===== src/rtl/uart_rx_frame_ctrl.sv =====
// Frame capture FIFO, shadowed UART_RX configuration and error statistics
// for a UART receiver. All state is on the rising edge of RX_CLK, async-low RST.

module uart_rx_sat_cnt #(
  parameter int W = 8
) (
  input  logic         clk,
  input  logic         rst_n,
  input  logic         clr,
  input  logic         inc,
  output logic [W-1:0] cnt
);
  always_ff @(posedge clk or negedge rst_n) begin
    if (!rst_n)                 cnt <= '0;
    else if (clr)               cnt <= '0;
    else if (inc && ~&cnt)      cnt <= cnt + 1'b1;
  end
endmodule

module uart_rx_frame_ctrl #(
  parameter int       DATA_WIDTH     = 8,
  parameter int       PRESCALE_WIDTH = 5,
  parameter int       DEPTH          = 4,
  parameter int       RST_PRESCALE   = 8,
  parameter logic     RST_PAR_EN     = 1'b1,
  parameter logic     RST_PAR_TYPE   = 1'b0
) (
  input  logic                        RX_CLK,
  input  logic                        RST,
  input  logic                        RX_IN_S,
  input  logic [DATA_WIDTH-1:0]       rx_data,
  input  logic                        rx_valid,
  input  logic                        rx_par_err,
  input  logic                        rx_frm_err,
  output logic [PRESCALE_WIDTH-1:0]   Prescale,
  output logic                        parity_enable,
  output logic                        parity_type,
  input  logic                        cfg_wr,
  input  logic [PRESCALE_WIDTH-1:0]   cfg_prescale,
  input  logic                        cfg_par_en,
  input  logic                        cfg_par_type,
  output logic                        cfg_pending,
  output logic [DATA_WIDTH-1:0]       out_data,
  output logic                        out_par_err,
  output logic                        out_frm_err,
  output logic                        out_valid,
  input  logic                        out_ready,
  output logic [$clog2(DEPTH):0]      fifo_count,
  output logic                        overflow,
  output logic [7:0]                  par_err_cnt,
  output logic [7:0]                  frm_err_cnt,
  input  logic                        cnt_clr
);
  localparam int AW = $clog2(DEPTH);
  localparam int CW = AW + 1;
  localparam int IW = PRESCALE_WIDTH + 4;

  typedef struct packed {
    logic                  frm;
    logic                  par;
    logic [DATA_WIDTH-1:0] data;
  } entry_t;

  typedef enum logic {APPLIED, PENDING} cfg_state_e;

  // ---------------- capture FIFO ----------------
  entry_t          mem [DEPTH];
  logic [AW-1:0]   wr_ptr, rd_ptr;
  logic [CW-1:0]   count;
  logic            rx_valid_q;
  logic            push, pop, full, wr_en, drop;
  entry_t          head;

  assign push  = rx_valid & ~rx_valid_q;
  assign full  = (count == CW'(DEPTH));
  assign pop   = out_valid & out_ready;
  // A full FIFO still accepts a frame when the head leaves in the same cycle.
  assign wr_en = push & (~full | pop);
  assign drop  = push & full & ~pop;

  always_ff @(posedge RX_CLK or negedge RST) begin
    if (!RST) begin
      rx_valid_q <= 1'b0;
      wr_ptr     <= '0;
      rd_ptr     <= '0;
      count      <= '0;
    end else begin
      rx_valid_q <= rx_valid;
      if (wr_en) wr_ptr <= wr_ptr + 1'b1;
      if (pop)   rd_ptr <= rd_ptr + 1'b1;
      case ({wr_en, pop})
        2'b10:   count <= count + 1'b1;
        2'b01:   count <= count - 1'b1;
        default: count <= count;
      endcase
    end
  end

  always_ff @(posedge RX_CLK) begin
    if (wr_en) mem[wr_ptr] <= '{frm: rx_frm_err, par: rx_par_err, data: rx_data};
  end

  // Head is forced to zero when empty so stale storage never leaks out.
  assign out_valid   = (count != '0);
  assign head        = out_valid ? mem[rd_ptr] : '0;
  assign out_data    = head.data;
  assign out_par_err = head.par;
  assign out_frm_err = head.frm;
  assign fifo_count  = count;

  // ---------------- statistics ----------------
  always_ff @(posedge RX_CLK or negedge RST) begin
    if (!RST)         overflow <= 1'b0;
    else if (cnt_clr) overflow <= 1'b0;
    else if (drop)    overflow <= 1'b1;
  end

  uart_rx_sat_cnt #(.W(8)) u_par_cnt (
    .clk(RX_CLK), .rst_n(RST), .clr(cnt_clr),
    .inc(push & rx_par_err), .cnt(par_err_cnt)
  );

  uart_rx_sat_cnt #(.W(8)) u_frm_cnt (
    .clk(RX_CLK), .rst_n(RST), .clr(cnt_clr),
    .inc(push & rx_frm_err), .cnt(frm_err_cnt)
  );

  // ---------------- configuration shadow ----------------
  cfg_state_e                 state, state_nx;
  logic                       apply;
  logic [IW-1:0]              idle_cnt, thresh;
  logic [PRESCALE_WIDTH-1:0]  sh_prescale;
  logic                       sh_par_en, sh_par_type;

  // Idle threshold is one 11-bit frame time at the prescale currently in use.
  assign thresh = IW'(Prescale) * IW'(11);

  always_ff @(posedge RX_CLK or negedge RST) begin
    if (!RST) state <= APPLIED;
    else      state <= state_nx;
  end

  always_comb begin
    state_nx = state;
    apply    = 1'b0;
    case (state)
      APPLIED: if (cfg_wr) state_nx = PENDING;
      PENDING: if (idle_cnt >= thresh) begin
        apply    = 1'b1;
        state_nx = cfg_wr ? PENDING : APPLIED;
      end
      default: state_nx = APPLIED;
    endcase
  end

  assign cfg_pending = (state == PENDING);

  always_ff @(posedge RX_CLK or negedge RST) begin
    if (!RST) begin
      idle_cnt      <= '0;
      sh_prescale   <= PRESCALE_WIDTH'(RST_PRESCALE);
      sh_par_en     <= RST_PAR_EN;
      sh_par_type   <= RST_PAR_TYPE;
      Prescale      <= PRESCALE_WIDTH'(RST_PRESCALE);
      parity_enable <= RST_PAR_EN;
      parity_type   <= RST_PAR_TYPE;
    end else begin
      if (apply)                        idle_cnt <= '0;
      else if (!RX_IN_S)                idle_cnt <= '0;
      else if (idle_cnt < thresh)       idle_cnt <= idle_cnt + 1'b1;

      if (apply) begin
        Prescale      <= sh_prescale;
        parity_enable <= sh_par_en;
        parity_type   <= sh_par_type;
      end
      if (cfg_wr) begin
        sh_prescale <= cfg_prescale;
        sh_par_en   <= cfg_par_en;
        sh_par_type <= cfg_par_type;
      end
    end
  end

endmodule


===== config.mk =====
export PLATFORM = sky130hd
export DESIGN_NAME = uart_rx_frame_ctrl
export DESIGN_NICKNAME = d
export VERILOG_FILES = /design/src/rtl/uart_rx_frame_ctrl.sv
export SDC_FILE = /design/constraint.sdc
export NUM_CORES = 1
export LEC_CHECK = 0
export CORE_ASPECT_RATIO = 1.4
export CORE_MARGIN = 2
export CORE_UTILIZATION = 41
export CTS_CLUSTER_SIZE = 20
export DETAILED_ROUTE_END_ITERATION = 7
export HOLD_SLACK_MARGIN = 0.12
export PLACE_DENSITY = 0.74
export RECOVER_POWER = 100
export SLEW_MARGIN = 20
export SYNTH_ARGS = -nofsm -noshare
export SYNTH_HDL_FRONTEND = slang
export SYNTH_SLANG_ARGS = --single-unit
export TNS_END_PERCENT = 10

===== constraint.sdc =====
create_clock -name RX_CLK -period 3.8 [get_ports RX_CLK]
set_clock_uncertainty 0.1 [all_clocks]
set_input_delay 0.76 -clock RX_CLK [delete_from_list [all_inputs] [get_ports RX_CLK]]
set_output_delay 0.76 -clock RX_CLK [all_outputs]
set_load 0.005 [all_outputs]

* Word level (Yosys, flattened, before mapping)
Memories as Yosys holds them, arrays and structs flattened.
Cells that the tools add are included.
** Word-level totals
- Bits in registers :: 49
- RAM bits :: 40
- Logic and storage cells :: 71
- Memories kept :: 1
** Memory list
- mem :: words 4, bits a word 10, read ports 1, clocked after Yosys merged registers in 0, wr ports 1, line 67 : entry_t mem [DEPTH];
** Operators by class
- Add/sub/neg operators :: 7
- Multipliers :: 1
- Order comparisons :: 2
- Eq/ne operators :: 4
- Muxes and demuxes :: 18
- Bitwise gates (word level) :: 12
- Reductions and logical operators :: 11
** Operators by type and width (count)
- $mux 8 :: 4
- $mux 9 :: 3
- $add 8x1->8 const B :: 2
- $reduce_and 8->1 :: 2
- $mux 10 :: 1
- $add 9x1->9 const B :: 1
- $ge 9x9->1 :: 1
- $lt 9x9->1 :: 1
- $mul 5x4->9 const B :: 1
- $mux 1 :: 8
- $reduce_bool 2->1 :: 4
- $and 1x1->1 :: 7
- $pmux 3 s2 :: 1
- $add 2x1->2 const B :: 2
- $not 1->1 :: 4
- $add 3x1->3 const B :: 1
- $eq 3x3->1 const B :: 1
- $ne 3x1->1 const B :: 1
- $reduce_bool 3->1 :: 1
- $sub 3x1->3 const B :: 1
- $eq 2x1->1 const B :: 1
- $eq 2x2->1 const B :: 1
- $logic_and 1x1->1 :: 2
- $logic_not 1->1 :: 2
- 2 further kinds :: 2

* Depth between registers and ports, before layout
- Word-level depth :: 6
- Depth in mapped cells :: 14

* Modules after synthesis
A second synthesis with hierarchy kept.
** Unflattened totals
- Cells, all modules :: 343
- Area, all modules :: 4555.6 um^2
** By module, submodules not included
- uart_rx_frame_ctrl :: instances 1, cells each 249, area an instance 3544.6 um^2, sequential area each 2031.9 um^2
- uart_rx_sat_cnt :: instances 2, cells each 47, area an instance 505.5 um^2, sequential area each 200.2 um^2

* Worst setup path after synthesis
OpenSTA, ideal clock, no wires.
- Kind :: reg-to-reg
- Start point :: register Prescale[3]
- End point :: register Prescale[3]
- Setup time :: 0.082 ns
- Data arrival time :: 3.673 ns
- Data required time :: 3.618 ns
- Slack :: -0.056 ns
- Cell stages (with the launch flop) :: 14
- Cell sequence :: dfstp_2 ha_1 fa_1 ha_1 a21o_1 a21o_1 a311oi_1 ha_1 nand4_4 o221ai_2 o31a_1 buf_6 buf_6 mux2_4
** On the way
- Word-level cells in the longest chain between the ends :: 4
** Ends and longest elaborated chain
- from (decl) :: line 35 : output logic [PRESCALE_WIDTH-1:0] Prescale,
- from (signal assigned) :: line 164 : Prescale <= PRESCALE_WIDTH'(RST_PRESCALE);
- from (signal assigned) :: line 173 : Prescale <= sh_prescale;
- $mul 5x4->9 :: line 136 : assign thresh = IW'(Prescale) * IW'(11);
- $ge 9x9->1 :: line 148 : PENDING: if (idle_cnt >= thresh) begin
- $mux 1 :: line 148
- $mux 1 :: line 146 : case (state)
Every way passes these cells.
A chain may end at the register's enable or synchronous reset.

* Final worst setup path
- Start point :: register Prescale[3]
- End point :: register idle_cnt[4]
** On the way
- Word-level cells in the longest chain between the ends :: 5
- Elaborated cells between the ends (all ways) :: 7
** Ends and longest elaborated chain
- $mul 5x4->9 (*) :: line 136
- $ge 9x9->1 :: line 148
- $mux 1 :: line 148
- $mux 1 :: line 146
- $ne 3x1->1 (no line) or $mux 9 (tied branches)
- to (signal assigned) :: line 170 : else if (idle_cnt < thresh) idle_cnt <= idle_cnt + 1'b1;
- to (decl) :: line 131 : logic [IW-1:0] idle_cnt, thresh;
Mark *: on every way between the ends. The rest lies on a longest branch, timed or not.

==> results.json <==
{
  "p_per_area_nw_per_um2": 713,
  "final_antenna_net_count": 0,
  "synth-async-reset-ratio_pct": 55.1,
  "worst_ep_required_time_ns": 3.95,
  "post_route_cells_drive_above_1_share_pct": 19.0,
  "finalSetupViolations": 3,
  "globalplace.congestion": 0.808,
  "clk_pin_slew_worst_paths_ns": 0.06,
  "power_switching_share_pct": 34.9,
  "antenna_found_initial": 0,
  "fin_area_sq_um": 5770,
  "seqPwrFrac_pct": 32.1,
  "die_y_microns": 128,
  "clock_tree.root_cell": "sky130_fd_sc_hd__clkbuf_16",
  "pin_count": 63,
  "timing.final.crit_period_ns": 3.83,
  "synth_nets": 395,
  "post_dp_cell_area_sq_um": 5370,
  "result_of_the_run": "finished, violations left",
  "power.internal_mw": 2.68,
  "grt_max_degree": 50,
  "fin_util_pct": 53.7,
  "p_comb_share_pct": 47.6,
  "crit_arrival_ns": 3.97,
  "synth_top_flop_cell": "sky130_fd_sc_hd__dfrtp_1",
  "fp.dieArea_sq_um": 11800,
  "dpl.hpwl_microns": 6270,
  "cts-root-to-sink-buffers": 2,
  "floorplan.die.width_microns": 92.4,
  "worstHoldPathType": "flop to flop",
  "finalHoldWorstSlack_ns": 0.393,
  "detail_route.wl_per_cell_microns": 15.4,
  "post_synth_inst_count": 337,
  "setup_ws_ns": -0.0278,
  "layout_commonest_cell": "sky130_fd_sc_hd__dlygate4sd3_1",
  "timing.setup.critical_path_class": "flop to flop",
  "worstSkewPairLatency_ns": 0.34,
  "p_clk_share_pct": 20.2,
  "initial_cell_density_of_the_core_pct": 41.7,
  "grt-ovfl-total": 0,
  "synth_cell_type_count": 50,
  "cts_inserted_buffers": 9,
  "timing.final.crit_share_pct": 101,
  "ys_ff_latch": 89,
  "number_of_h_tree_branching_levels": 3,
  "drv.max_cap_violation_count": 1,
  "via_count": 3024,
  "critical_path.startpoint_type": "flop",
  "finalMaxSlewViolations": 50,
  "path_max_fanout": 12,
  "synth_enable_flop_cells": 40,
  "ys_warn_count": 0,
  "initialDrtViolationCount": 69,
  "placementRows": 45,
  "endpoint_kind": "flop",
  "cellLeakagePower_nw": 2.32,
  "syn-cell-area_sq_um": 4490,
  "avgViaCountPerCell": 5.38,
  "coreArea_sq_um": 10800,
  "power.ir.vdd_worst_v": 0.000450,
  "buffer_ports.inserted": 62,
  "ys_seq_area_share_pct": 54.2,
  "grt_setup_unrepaired": "yes",
  "worst_slew_pin_slew_ns": 2.55,
  "syn_avg_cell_area_sq_um": 13.3,
  "routed_wl_microns": 8660,
  "wire_length_of_the_first_global_routing_pass_microns": 14600,
  "detailedPlace.worstSlack_ns": -0.164,
  "total_inserted_antenna_cells": 0,
  "n_fill_cell": 903,
  "post-route-drc-count": 0,
  "detailedRoute.firstPassIterationCount": 4,
  "cts_sinks": 89,
  "track_usage_pct": 15.7,
  "count_of_final_hold_check_violations": 0,
  "area_delta_synth_final_pct": 28.7,
  "first_global_vias": 3128,
  "final_net_count": 474,
  "cts_tree": "yes",
  "failed_checks": "max-capacitance violations, max-slew violations, negative setup slack",
  "power.net_switching_mw": 1.44,
  "maxClockFrequency_mhz": 261,
  "layout_common_cells": "50 x sky130_fd_sc_hd__dlygate4sd3_1, 45 x sky130_fd_sc_hd__dfrtp_1, 40 x sky130_fd_sc_hd__edfxtp_1",
  "slew_headroom_pct": -70.2
}
[metrics by stage]
| step | cells | total power [mW] | TNS [ns] |
|---|---|---|---|
| after floorplan | 337 | 2.54 | 0 |
| after global placement | 543 | 3.17 | -0.249 |
| after detailed placement | 543 | 3.24 | -1.33 |
| after CTS | 562 | 4.17 | -0.403 |
| after global routing | 562 | 4.41 | -1.31 |
| final | 562 | 4.12 | -0.0306 |
[power groups by stage]
stage	logic (mW)	registers (mW)	clock network, mW
after floorplan	1.26	1.28	0
after global placement	1.83	1.34	0
after detailed placement	1.89	1.35	0
after CTS	1.98	1.33	0.854
after global routing	2.17	1.35	0.893
final	1.96	1.32	0.832
[state kept, by name, indices dropped and copies added, names as in the netlist]
signal / count
parity_type: 1
cfg_pending: 1
parity_enable: 1
wr_ptr: 2
mem: 40
sh_par_en: 1
rx_valid_q: 1
fifo_count: 3
rd_ptr: 2
idle_cnt: 9
u_par_cnt.cnt: 8
u_frm_cnt.cnt: 8
sh_prescale: 5
Prescale: 5
sh_par_type: 1
overflow: 1
[layer usage]
layer / GRT usage, % / share of wire (%) / up-vias
met5: 0 / 0 / -
met4: 5.79 / 1.3 / 0
met3: 2.94 / 3.6 / 9
met2: 28.5 / 54 / 63
met1: 18.4 / 41 / 1513
li1: - / - / 1439
[path summary, 6_finish.rpt]
path	from	end	slack [ns]	cells after the start
max in group asynchronous	RST	sh_prescale[0]$_DFFE_PN0P_	1.04	1
setup reg to reg	Prescale[3]$_DFFE_PN1P_	idle_cnt[4]$_DFFE_PN0P_	-0.03	14
min in group asynchronous	RST	u_par_cnt.cnt[1]$_DFFE_PN0P_	1.11	1
hold reg to reg	overflow$_DFFE_PN0P_	overflow$_DFFE_PN0P_	0.39	2
setup / recovery	Prescale[3]$_DFFE_PN1P_	idle_cnt[4]$_DFFE_PN0P_	-0.03	14
hold / removal	overflow$_DFFE_PN0P_	overflow$_DFFE_PN0P_	0.39	2
[worst max-delay path, cell delays in order (launching register included)]
cell and delay [ns]:
sky130_fd_sc_hd__dfstp_2 0.53, sky130_fd_sc_hd__ha_1 0.23, sky130_fd_sc_hd__fa_1 0.53, sky130_fd_sc_hd__ha_4 0.21, sky130_fd_sc_hd__a21o_1 0.16, sky130_fd_sc_hd__a21oi_2 0.18, sky130_fd_sc_hd__o21bai_1 0.10, sky130_fd_sc_hd__a21oi_2 0.19
sky130_fd_sc_hd__ha_4 0.25, sky130_fd_sc_hd__buf_4 0.14, sky130_fd_sc_hd__nand2_2 0.08, sky130_fd_sc_hd__o221ai_4 0.12, sky130_fd_sc_hd__buf_12 0.17, sky130_fd_sc_hd__or4_1 0.53, sky130_fd_sc_hd__a211oi_2 0.22
[cell type report]
class | count | area (sq um) | share of cell area, %
flip-flops and latches | 89 | 2430 | 42.1
multi-input cells | 219 | 2040 | 35.4
repair buffers | 79 | 771 | 13.3
clock buffers | 12 | 258 | 4.46
well taps | 141 | 176 | 3.06
inverters | 18 | 67.6 | 1.17
clock inverters | 4 | 25.0 | 0.433
[synthesized netlist by cell type, types with 2 or more instances]
master                     count  share of area, %
sky130_fd_sc_hd__a211oi_1     10               1.7
sky130_fd_sc_hd__a21oi_1      13               1.4
sky130_fd_sc_hd__a21oi_2       2              0.39
sky130_fd_sc_hd__clkbuf_1      5              0.42
sky130_fd_sc_hd__or3_1         6              0.84
sky130_fd_sc_hd__xnor2_1       7               1.4
sky130_fd_sc_hd__a21o_1        5              0.84
sky130_fd_sc_hd__nand3b_1      2              0.33
sky130_fd_sc_hd__inv_1        17               1.4
sky130_fd_sc_hd__xor2_1        6               1.2
sky130_fd_sc_hd__nand3_1      11               1.2
sky130_fd_sc_hd__mux4_2       10               5.0
sky130_fd_sc_hd__nand2_1      13               1.1
sky130_fd_sc_hd__ha_1         31               8.6
sky130_fd_sc_hd__fa_1          3               1.3
sky130_fd_sc_hd__and2_1       16               2.2
sky130_fd_sc_hd__mux2i_1       4              0.89
sky130_fd_sc_hd__and3_1        2              0.28
sky130_fd_sc_hd__nor3_1        2              0.22
sky130_fd_sc_hd__dfstp_2       4               2.3
sky130_fd_sc_hd__dfrtp_1      45                25
sky130_fd_sc_hd__o31ai_1      12               2.0
sky130_fd_sc_hd__buf_2         3              0.33
sky130_fd_sc_hd__nor2_1        9              0.75
sky130_fd_sc_hd__mux2_2       13               3.3
sky130_fd_sc_hd__buf_6         3              0.75
sky130_fd_sc_hd__edfxtp_1     40                27
sky130_fd_sc_hd__nand4_1       3              0.42
sky130_fd_sc_hd__o21ai_0       9               1.0
sky130_fd_sc_hd__or4_1        11               1.8
[what timing repair did]
action | CTS | global route
setup buffers | 3 | 0
endpoints found under the setup margin | 16 | 16
hold buffers | 0 | 0
resized for setup | 10 | 11
pin swaps | 7 | 8
[logic make-up (layout without fill, tap and decap cells)]
family | Yosys count | in the layout | share of synthesized area, %
DFF | 89 | 89 | 54.2
and+or+nand+nor | 83 | 83 | 11.1
AOI/OAI and AO/OA | 61 | 61 | 9.70
adders and majority gates | 34 | 34 | 9.98
buffers and inverters | 29 | 113 | 3.01
muxes | 28 | 28 | 9.51
xor gates and xnor gates | 13 | 13 | 2.54
(Power assumes the default switching activity.)
